**src/rtl/uio_bus_arbiter_pkg.sv**
```systemverilog
// Shared types and constants for the uio pad-bus arbiter.
// Latency: none (declarations only).
// Backpressure: none (declarations only).
package uio_arb_pkg;

    localparam int         BUS_W      = 8;
    localparam logic [7:0] OE_DRIVE   = 8'hFF;
    localparam logic [7:0] OE_RELEASE = 8'h00;

    typedef enum logic [1:0] {
        IDLE = 2'd0,
        TURN = 2'd1,
        OWN  = 2'd2
    } state_t;

endpackage

```
**src/rtl/uio_bus_arbiter_if.sv**
```systemverilog
// Requester handshake plus uio pad bundle shared by the arbiter and its users.
// Latency: none (wires only).
// Backpressure: a requester holds req until it sees its gnt bit for the whole burst.
interface uio_bus_arbiter_if #(
    parameter int NUM_REQ = 4
);
    import uio_arb_pkg::*;

    localparam int ID_W = $clog2(NUM_REQ);

    logic [NUM_REQ-1:0]       req;
    logic [NUM_REQ-1:0]       dir;
    logic [NUM_REQ-1:0]       last;
    logic [NUM_REQ*BUS_W-1:0] wdata;
    logic [NUM_REQ-1:0]       gnt;
    logic [BUS_W-1:0]         rdata;
    logic                     rvalid;
    logic [ID_W-1:0]          rvalid_id;
    logic [BUS_W-1:0]         uio_in;
    logic [BUS_W-1:0]         uio_out;
    logic [BUS_W-1:0]         uio_oe;
    logic                     busy;

    // Requesters and pads side.
    modport master (
        output req, dir, last, wdata, uio_in,
        input  gnt, rdata, rvalid, rvalid_id, uio_out, uio_oe, busy
    );

    // Arbiter side.
    modport slave (
        input  req, dir, last, wdata, uio_in,
        output gnt, rdata, rvalid, rvalid_id, uio_out, uio_oe, busy
    );

endinterface

```
**src/rtl/uio_bus_arbiter_rr_pick.sv**
```systemverilog
// Round-robin picker: first set request at or after ptr, wrapping around.
// Latency: combinational.
// Backpressure: none; valid low when no request is set.
module rr_pick #(
    parameter int NUM_REQ = 4,
    parameter int ID_W    = 2
) (
    input  logic [NUM_REQ-1:0] req,
    input  logic [ID_W-1:0]    ptr,
    output logic               valid,
    output logic [ID_W-1:0]    idx
);

    logic [NUM_REQ-1:0] rot;

    // Rotate so bit k is the request at priority rank k (rank 0 = ptr).
    assign rot = NUM_REQ'({req, req} >> ptr);

    // Walk from lowest to highest rank so the highest-ranked hit is kept.
    always_comb begin
        valid = 1'b0;
        idx   = '0;
        for (int k = NUM_REQ - 1; k >= 0; k--) begin
            if (rot[k]) begin
                valid = 1'b1;
                idx   = ID_W'((int'(ptr) + k) % NUM_REQ);
            end
        end
    end

endmodule

```
**src/rtl/uio_bus_arbiter.sv**
```systemverilog
// Round-robin owner of the uio pads: dead turnaround cycles, then a burst of beats.
// Latency: TURN_CYCLES+1 cycles from request to grant; read data one cycle after its beat.
// Backpressure: a beat moves only when gnt&req; dropping req or ena ends the burst.
module uio_bus_arbiter
    import uio_arb_pkg::*;
#(
    parameter int NUM_REQ     = 4,
    parameter int MAX_BURST   = 8,
    parameter int TURN_CYCLES = 1
) (
    input  logic             clk,
    input  logic             rst_n,
    input  logic             ena,
    uio_bus_arbiter_if.slave bus
);

    localparam int ID_W  = $clog2(NUM_REQ);
    localparam int CNT_W = 4;
    localparam int TC_W  = 2;

    state_t           state_q, state_d;
    logic [ID_W-1:0]  owner_q, owner_d;
    logic             dir_q, dir_d;
    logic [ID_W-1:0]  ptr_q, ptr_d;
    logic [CNT_W-1:0] cnt_q, cnt_d;
    logic [TC_W-1:0]  turn_q, turn_d;
    logic [BUS_W-1:0] rdata_q, rdata_d;
    logic             rvalid_q, rvalid_d;
    logic [ID_W-1:0]  rid_q, rid_d;

    logic             own;
    logic             beat;
    logic             grant_now;
    logic [ID_W-1:0]  next_ptr;
    logic [ID_W-1:0]  pick_ptr;
    logic             pick_valid;
    logic [ID_W-1:0]  pick_idx;
    logic [BUS_W-1:0] wsel;

    assign own      = (state_q == OWN);
    assign beat     = own && bus.req[owner_q];
    assign next_ptr = (owner_q == ID_W'(NUM_REQ - 1)) ? '0 : owner_q + 1'b1;
    // On burst exit the search starts just past the old owner, so it ranks last.
    assign pick_ptr = own ? next_ptr : ptr_q;

    rr_pick #(
        .NUM_REQ (NUM_REQ),
        .ID_W    (ID_W)
    ) u_pick (
        .req   (bus.req),
        .ptr   (pick_ptr),
        .valid (pick_valid),
        .idx   (pick_idx)
    );

    // Next-state logic: arbitration, turnaround timing, burst accounting and read capture.
    always_comb begin
        state_d   = state_q;
        owner_d   = owner_q;
        dir_d     = dir_q;
        ptr_d     = ptr_q;
        cnt_d     = cnt_q;
        turn_d    = turn_q;
        rdata_d   = rdata_q;
        rvalid_d  = 1'b0;
        rid_d     = rid_q;
        grant_now = 1'b0;

        case (state_q)
            IDLE: grant_now = pick_valid;
            TURN: begin
                if (int'(turn_q) >= TURN_CYCLES - 1) begin
                    state_d = OWN;
                end else begin
                    turn_d = turn_q + 1'b1;
                end
            end
            OWN: begin
                if (beat && !dir_q) begin
                    rdata_d  = bus.uio_in;
                    rvalid_d = 1'b1;
                    rid_d    = owner_q;
                end
                if (!bus.req[owner_q] || bus.last[owner_q] ||
                    int'(cnt_q) == MAX_BURST - 1) begin
                    ptr_d     = next_ptr;
                    cnt_d     = '0;
                    state_d   = IDLE;
                    grant_now = pick_valid;
                end else begin
                    cnt_d = cnt_q + 1'b1;
                end
            end
            default: state_d = IDLE;
        endcase

        if (grant_now) begin
            owner_d = pick_idx;
            dir_d   = bus.dir[pick_idx];
            turn_d  = '0;
            state_d = (TURN_CYCLES == 0) ? OWN : TURN;
        end

        // Disable wins over everything: release the bus, keep the pointer.
        if (!ena) begin
            state_d = IDLE;
            cnt_d   = '0;
            turn_d  = '0;
            ptr_d   = ptr_q;
        end
    end

    // State register with asynchronous reset to an idle, released bus.
    always_ff @(posedge clk or negedge rst_n) begin
        if (!rst_n) begin
            state_q  <= IDLE;
            owner_q  <= '0;
            dir_q    <= 1'b0;
            ptr_q    <= '0;
            cnt_q    <= '0;
            turn_q   <= '0;
            rdata_q  <= '0;
            rvalid_q <= 1'b0;
            rid_q    <= '0;
        end else begin
            state_q  <= state_d;
            owner_q  <= owner_d;
            dir_q    <= dir_d;
            ptr_q    <= ptr_d;
            cnt_q    <= cnt_d;
            turn_q   <= turn_d;
            rdata_q  <= rdata_d;
            rvalid_q <= rvalid_d;
            rid_q    <= rid_d;
        end
    end

    // Select the owner's write byte.
    always_comb begin
        wsel = '0;
        for (int i = 0; i < NUM_REQ; i++) begin
            if (owner_q == ID_W'(i)) begin
                wsel = bus.wdata[i*BUS_W +: BUS_W];
            end
        end
    end

    assign bus.gnt       = own ? (NUM_REQ'(1) << owner_q) : '0;
    assign bus.uio_oe    = (own && dir_q) ? OE_DRIVE : OE_RELEASE;
    assign bus.uio_out   = (own && dir_q) ? wsel : '0;
    assign bus.busy      = (state_q != IDLE);
    assign bus.rdata     = rdata_q;
    assign bus.rvalid    = rvalid_q;
    assign bus.rvalid_id = rid_q;

endmodule

```
**src/flat_wrapper.sv**
```systemverilog
// flat-port wrapper written by rule: the top's interface ports become plain ports
module uio_bus_arbiter_flat import uio_arb_pkg::*;
#(
    parameter int NUM_REQ     = 4,
    parameter int MAX_BURST   = 8,
    parameter int TURN_CYCLES = 1
)
  (clk, rst_n, ena, bus_req, bus_dir, bus_last, bus_wdata, bus_uio_in, bus_gnt, bus_rdata, bus_rvalid, bus_rvalid_id, bus_uio_out, bus_uio_oe, bus_busy);
  uio_bus_arbiter_if #(.NUM_REQ(NUM_REQ)) bus_i ();
  input  logic clk;
  input  logic rst_n;
  input  logic ena;
  input wire logic [$bits(bus_i.req)-1:0] bus_req;
  input wire logic [$bits(bus_i.dir)-1:0] bus_dir;
  input wire logic [$bits(bus_i.last)-1:0] bus_last;
  input wire logic [$bits(bus_i.wdata)-1:0] bus_wdata;
  input wire logic [$bits(bus_i.uio_in)-1:0] bus_uio_in;
  output wire logic [$bits(bus_i.gnt)-1:0] bus_gnt;
  output wire logic [$bits(bus_i.rdata)-1:0] bus_rdata;
  output wire logic [$bits(bus_i.rvalid)-1:0] bus_rvalid;
  output wire logic [$bits(bus_i.rvalid_id)-1:0] bus_rvalid_id;
  output wire logic [$bits(bus_i.uio_out)-1:0] bus_uio_out;
  output wire logic [$bits(bus_i.uio_oe)-1:0] bus_uio_oe;
  output wire logic [$bits(bus_i.busy)-1:0] bus_busy;
  assign bus_i.req = bus_req;
  assign bus_i.dir = bus_dir;
  assign bus_i.last = bus_last;
  assign bus_i.wdata = bus_wdata;
  assign bus_i.uio_in = bus_uio_in;
  assign bus_gnt = bus_i.gnt;
  assign bus_rdata = bus_i.rdata;
  assign bus_rvalid = bus_i.rvalid;
  assign bus_rvalid_id = bus_i.rvalid_id;
  assign bus_uio_out = bus_i.uio_out;
  assign bus_uio_oe = bus_i.uio_oe;
  assign bus_busy = bus_i.busy;
  uio_bus_arbiter #(.NUM_REQ(NUM_REQ), .MAX_BURST(MAX_BURST), .TURN_CYCLES(TURN_CYCLES)) u_core (.clk(clk), .rst_n(rst_n), .ena(ena), .bus(bus_i));
endmodule
```
**config.mk**
```make
export PLATFORM = sky130hd
export DESIGN_NAME = uio_bus_arbiter_flat
export DESIGN_NICKNAME = d
export VERILOG_FILES = /design/src/rtl/uio_bus_arbiter_pkg.sv /design/src/rtl/uio_bus_arbiter_if.sv /design/src/rtl/uio_bus_arbiter_rr_pick.sv /design/src/rtl/uio_bus_arbiter.sv /design/src/flat_wrapper.sv
export SDC_FILE = /design/constraint.sdc
export NUM_CORES = 1
export LEC_CHECK = 0
export CAP_MARGIN = 20
export CELL_PAD_IN_SITES_DETAIL_PLACEMENT = 0
export CELL_PAD_IN_SITES_GLOBAL_PLACEMENT = 1
export CORE_UTILIZATION = 27
export DETAILED_ROUTE_END_ITERATION = 8
export PLACE_DENSITY_LB_ADDON = 0.1
export SLEW_MARGIN = 15
export SYNTH_ARGS = -nofsm -noshare
export SYNTH_HDL_FRONTEND = slang
export SYNTH_HIERARCHICAL = 1
export SYNTH_SLANG_ARGS = --single-unit
```
**constraint.sdc**
```tcl
create_clock -name clk -period 3.1 [get_ports clk]
set_input_delay 0.465 -clock clk [delete_from_list [all_inputs] [get_ports clk]]
set_output_delay 0.465 -clock clk [all_outputs]
set_load 0.01 [all_outputs]
```
==> metrics.csv, run 1 <==
stage,metric,value,unit
clocking,hold_buf cts,0,
synthesis,Syn. warnings,6,
setup_path,worst r2r src,u_core/owner_q[0],
cells_and_area,most frequent cells in the layout,"86 x clkdlybuf4s50_1, 22 x dfrtp_1, 18 x nand2_1",
routing,routed vias,1461,
global_routing,number of global-route vias before repair,1449,
synthesis,number of synthesized register bits,22,
cells_and_area,layout cells sized above 1,11.6,%
place,HPWL Detailed,3470,um
clocking,"Clk Latency, worst-skew pair",0.26,ns
timing,Slew HR,59.9,%
clocking,Max H-tree Level,1,
place,PortBufs,86,
timing,"Hold Vio Cnt, Final",0,
cells_and_area,ANT cells,0,
run_status,status,finished clean,
cells_and_area,P&R area growth vs syn,63.5,%
cells_and_area,nets@finish,302,
floorplanning,row cnt,26,
min_path,hold_sp,u_core/bus.rvalid_id[0],
timing,count of final setup violators,0,
setup_path,"CP delay by family, top",buffers and inverters,
setup_path,CP Buf/Inv Count,3,
timing,Max Clock Skew,0.00428,ns
floorplanning,DIE HEIGHT,76.7,um
power,Max rail drop VDD,0.000315,V
cells_and_area,post-route cell area,2460,um^2
floorplanning,Die Width,76.7,um
timing,Tcrit/Tclk final,94.9,%
global_routing,GRT Resource Usage Total,15.4,%
global_routing,global-route wire length before repair,7210,um
power,power per cell area,627,nW/um^2
timing,Max Fclk,340,MHz
setup_path,CP arrival,2.48,ns
clocking,number of clock buffers inserted by TritonCTS,3,
floorplanning,io pins,87,
setup_path,startpoint types,register,
clocking,TritonCTS clock tree,yes,
global_routing,grt ovf,0,
setup_path,crit end category,output pin,
synthesis,post-synth top area cell,dfrtp_1,
synthesis,Mean Syn Cell Area,9.30,um^2
setup_path,crit-path cells,inv_1 -> ha_1 -> inv_1 -> o21ai_0 -> o22ai_1 -> clkdlybuf4s50_1,
timing,final critical-path required period,2.94,ns
synthesis,"Cell Area, Synth",1510,um^2
setup_path,crit path max fanout,10,
timing,RSZ-0062 raised after global routing,no,
synthesis,Synthesized Nets,222,
routing,ANT nets after route,0,
clocking,Root Buffer,clkbuf_8,
routing,initial DRC count,51,
synthesis,register area share after synthesis,36.5,%
power,Lkg Pwr,1.01,nW
clocking,Post-CTS Setup Bufs,0,
timing,Worst Max-Slew Pin Slew,0.600,ns
floorplanning,initial core utilization,28.8,%
synthesis,Area contributors post-synth,"dfrtp_1 37%, mux2_2 8.2%, a221o_1 5.3%",
setup_path,number of cells on the worst reg-to-reg path,8,
routing,final WL,4450,um
setup_path,Worst R2R End,u_core/dir_q,
routing,Residual DRC,0,
synthesis,Synth top area share,36.5,%
global_routing,initial antenna violation count,0,
setup_path,FF-to-FF setup slack,0.50,ns
floorplanning,die area,5880,um^2
place,GPL Wtd Cong,0.802,
place,post-placement cell area,2400,um^2
setup_path,CP required,2.63,ns
timing,Final Max Tran Viols,0,
synthesis,"Distinct cells, synth",31,
setup_path,critical path type,reg -> out,
clocking,CTS Buffer Depth,2,
min_path,hold endpoint,u_core/bus.rvalid_id[0],
min_path,Hold Path Class,reg -> reg,
clocking,"CTS clk-pin slew, worst paths",0.08,ns
timing,Setup TNS,0,ns
synthesis,synthesized instance count,162,
setup_path,cell mode on critical path,inv_1,
power,total chip power,1.55,mW
synthesis,Post-synth EDFFs,0,
synthesis,top_reg_cell synth,dfrtp_1,
routing,DR pass1 iterations,4,
min_path,WHS Path Cells,2,
setup_path,CP max stage delay,0.49,ns
cells_and_area,"leading cell type in the layout, fill and taps excluded",clkdlybuf4s50_1,
routing,Wirelength per Cell,14.3,um
global_routing,largest net degree at the start of global routing,23,
routing,Via-to-Cell Ratio,4.70,
floorplanning,CORE AREA,5240,um^2
setup_path,Slowest cell on crit path,clkdlybuf4s50_1,
job,maxcap violations,0,
synthesis,ys async rst share,100,%
clocking,total clock sinks,22,
## worst max path at each step
stage / cells after the start / startpoint / end
after floorplan: 9 / u_core/owner_q[0] / u_core/dir_q
after global placement: 7 / u_core/owner_q[0] / bus_uio_out[1]
after detailed placement: 7 / u_core/owner_q[1] / bus_uio_out[0]
after CTS: 7 / u_core/owner_q[1] / bus_uio_out[0]
after global routing: 7 / u_core/owner_q[1] / bus_uio_out[0]
final: 6 / u_core/owner_q[0] / bus_uio_out[1]
## synthesized netlist by cell type (2+ instances only)
cell,number
or2_2,2
mux4_2,2
mux2_4,3
nand2b_1,3
o21ai_0,9
a221o_1,8
nor2b_1,6
nand3_1,5
buf_4,7
a31oi_1,2
dfrtp_1,22
mux2_2,11
inv_1,11
nor2_1,5
ha_1,5
and2_1,4
nand3b_1,4
o22ai_1,8
a21oi_1,10
clkbuf_1,7
nand2_1,18
## worst reg2reg max path, cell delays in order, from the launching register on
cell     delay, ns
dfrtp_1       0.46
inv_1         0.14
ha_1          0.33
nand2_1       0.06
nand2_1       0.12
a221o_1       0.29
a21oi_1       0.27
mux4_2        0.54
mux2_4        0.28
## area by class of cell
class,count,area [um^2]
fill,519,2770
timing repair buffer,90,891
multi-input combinational,113,835
sequential,22,551
tap,70,87.6
clock buffer,4,55.1
inverter,12,45.0
## per-layer routing
metal,GRT usage (%),vias up,wire (um)
li1,-,736,-
met1,20.4,676,2120
met2,25.5,43,2050
met3,2.62,6,197
met4,4.42,0,74
met5,0,-,0
## flip-flops by register name (all words and copies together) (netlist names)
register and cells:
u_core/bus.rvalid_id 2, u_core/owner_q 2, u_core/dir_q 1, u_core/bus.rdata 8
u_core/bus.rvalid 1, u_core/ptr_q 2, u_core/cnt_q 4, u_core/state_q 2
## kinds of logic (layout without fill, tap and decap cells)
family          count (synthesis)  in the layout  share of synthesized area (%)
compound gates                 41             41                           17.9
fa+ha+maj                       5              5                           4.15
buf+inv                        27            106                           8.55
flops                          22             22                           36.5
mux                            17             17                           15.9
simple gates                   50             50                           16.9
## power breakdown
part           internal (mW)  switching, mW  total [mW]
logic                  0.487          0.400       0.886
clock network          0.113         0.0918       0.205
registers              0.385         0.0694       0.454
## repair_timing
| item | CTS | global route |
|---|---|---|
| endpoints found under the setup margin | 0 | 7 |
| endpoints found under the hold margin | 0 | 0 |
| gates resized for setup | 0 | 2 |
## stage by stage
stage               setup WS [ns]  instances  utilization (%)  hold slack, ns
finish                      0.158        311             47.0           0.501
global route               0.0281        311             47.0           0.536
detailed placement          0.306        307             45.8           0.485
floorplan                   0.577        162                -           0.169
CTS                       0.00265        311             46.9           0.504
global placement            0.321        307             45.8           0.475
Note: power is estimated with default switching activity, not from simulation.
==> inputs of run 2 (changes only) <==
--- a/config.mk
+++ b/config.mk
@@ -11,6 +11,7 @@
 export CORE_UTILIZATION = 27
 export DETAILED_ROUTE_END_ITERATION = 8
 export PLACE_DENSITY_LB_ADDON = 0.1
+export RECOVER_POWER = 25
 export SLEW_MARGIN = 15
 export SYNTH_ARGS = -nofsm -noshare
 export SYNTH_HDL_FRONTEND = slang
==> run 2 against run 1 <==
Non-clock buffer count unchanged. Clock skew unchanged. Combinational power about the same. Fmax unchanged. Register-to-register slack about the same. Routed wire length about the same. Critical path depth unchanged. Design area down 0.15%. Sequential power about the same. Worst hold slack unchanged. Total power about the same. Highest routed layer unchanged.
==> metrics.csv, run 2 (synthesized netlist as in run 1, its figures left out) <==
stage,metric,value,unit
cells_and_area,ANT cells,0,
setup_path,crit path max fanout,10,
power,total chip power,1.54,mW
floorplanning,io pins,87,
setup_path,crit path to,bus_uio_out[1],
routing,final WL,4450,um
timing,Max Fclk,340,MHz
run_status,status,finished clean,
timing,Tcrit/Tclk final,94.9,%
routing,initial DRC count,51,
global_routing,number of global-route vias before repair,1449,
timing,Setup TNS,0,ns
routing,Wirelength per Cell,14.3,um
timing,Worst Max-Slew Pin Slew,1.19,ns
setup_path,CP arrival,2.48,ns
clocking,TritonCTS clock tree,yes,
place,GPL Wtd Cong,0.802,
cells_and_area,fillers,519,
cells_and_area,max reg flops,8,
place,post-placement cell area,2400,um^2
clocking,Root Buffer,clkbuf_8,
setup_path,number of cells on the worst reg-to-reg path,8,
setup_path,crit end category,output pin,
cells_and_area,"leading cell type in the layout, fill and taps excluded",clkdlybuf4s50_1,
clocking,number of clock buffers inserted by TritonCTS,3,
floorplanning,row cnt,26,
place,HPWL Detailed,3470,um
place,PortBufs,86,
cells_and_area,post-route cell area,2460,um^2
timing,"Hold Vio Cnt, Final",0,
setup_path,critical path type,reg -> out,
setup_path,Critical Path Source,u_core/owner_q[0],
min_path,Hold Path Class,reg -> reg,
timing,Slew HR,20.9,%
place,pre-CTS setup slack,0.306,ns
power,power per cell area,628,nW/um^2
clocking,Post-CTS Resized,0,
power,Max rail drop VDD,0.000315,V
timing,Max Clock Skew,0.00428,ns
setup_path,CP required,2.63,ns
timing,count of final setup violators,0,
clocking,total clock sinks,22,
routing,routed vias,1460,
global_routing,largest net degree at the start of global routing,23,
clocking,"Clk Latency, worst-skew pair",0.26,ns
floorplanning,die area,5880,um^2
setup_path,FF-to-FF setup slack,0.50,ns
timing,RSZ-0062 raised after global routing,no,
power,Lkg Pwr,1.00,nW
floorplanning,Die Width,76.7,um
timing,Final Max Tran Viols,0,
routing,Residual DRC,0,
routing,DR pass1 iterations,4,
clocking,hold_buf cts,0,
cells_and_area,P&R area growth vs syn,63.3,%
setup_path,Worst R2R End,u_core/dir_q,
job,maxcap violations,0,
floorplanning,CORE AREA,5240,um^2
floorplanning,initial core utilization,28.8,%
clocking,Post-CTS Setup Bufs,0,
cells_and_area,nets@finish,302,
global_routing,grt ovf,0,
cells_and_area,most frequent cells in the layout,"85 x clkdlybuf4s50_1, 22 x dfrtp_1, 18 x nand2_1",
timing,final critical-path required period,2.94,ns
cells_and_area,layout cells sized above 1,11.2,%
timing,fin worst setup slack,0.158,ns
clocking,Max H-tree Level,1,
global_routing,GRT Resource Usage Total,15.4,%
global_routing,initial antenna violation count,0,
routing,ANT nets after route,0,
floorplanning,DIE HEIGHT,76.7,um
clocking,CTS Buffer Depth,2,
cells_and_area,post-layout util,47.0,%
global_routing,global-route wire length before repair,7210,um
clocking,"CTS clk-pin slew, worst paths",0.08,ns
setup_path,worst r2r src,u_core/owner_q[0],
setup_path,startpoint types,register,
routing,Via-to-Cell Ratio,4.69,
## run 2: cell count changes in the layout (fill, tap and decap cells not counted), sizes merged
cell,previous run,this run
buf,4,3
clkbuf,4,5
clkdlybuf4s50,86,85
dlygate4sd3,0,1
## run 2: final cells by class
| cell class | instances | area, um^2 | share of cell area, % |
|---|---|---|---|
| flip-flops and latches | 22 | 551 | 22.4 |
| inverters | 12 | 45.0 | 1.83 |
| clock buffers | 4 | 55.1 | 2.24 |
| well taps | 70 | 87.6 | 3.56 |
| repair buffers | 90 | 887 | 36.1 |
| multi-input cells | 113 | 835 | 33.9 |
## run 2: per-layer routing
layer	track usage, %	wire, um
met5	0	0
met1	20.4	2120
met3	2.62	196
met2	25.5	2050
met4	4.42	74
## run 2: worst min-delay path by stage
stage / startpoint / to / cells after the start
after floorplan: rst_n / u_core/bus.rdata[0] / 0
after global placement: u_core/bus.rvalid_id[0] / u_core/bus.rvalid_id[0] / 2
after detailed placement: u_core/bus.rvalid_id[0] / u_core/bus.rvalid_id[0] / 2
after CTS: u_core/bus.rvalid_id[0] / u_core/bus.rvalid_id[0] / 2
after global routing: u_core/ptr_q[0] / u_core/ptr_q[0] / 1
final: u_core/bus.rvalid_id[0] / u_core/bus.rvalid_id[0] / 2
## run 2: stage by stage
step | std cells | hold WS, ns
floorplan | 162 | 0.169
global placement | 307 | 0.475
detailed placement | 307 | 0.485
CTS | 311 | 0.504
global route | 311 | 0.536
finish | 311 | 0.501
## run 2: critical path: stages (launching register included)
cell and delay (ns):
dfrtp_1 0.45, inv_1 0.17, ha_1 0.42, inv_1 0.23, o21ai_0 0.32, o22ai_1 0.14
clkdlybuf4s50_1 0.49
## run 2: report_power, final
group | switching, mW | internal, mW | leakage (nW) | total [mW]
registers | 0.0694 | 0.385 | 0.281 | 0.454
logic | 0.400 | 0.486 | 0.694 | 0.885
clock network | 0.0918 | 0.113 | 0.0288 | 0.205
total | 0.561 | 0.984 | 1.00 | 1.54
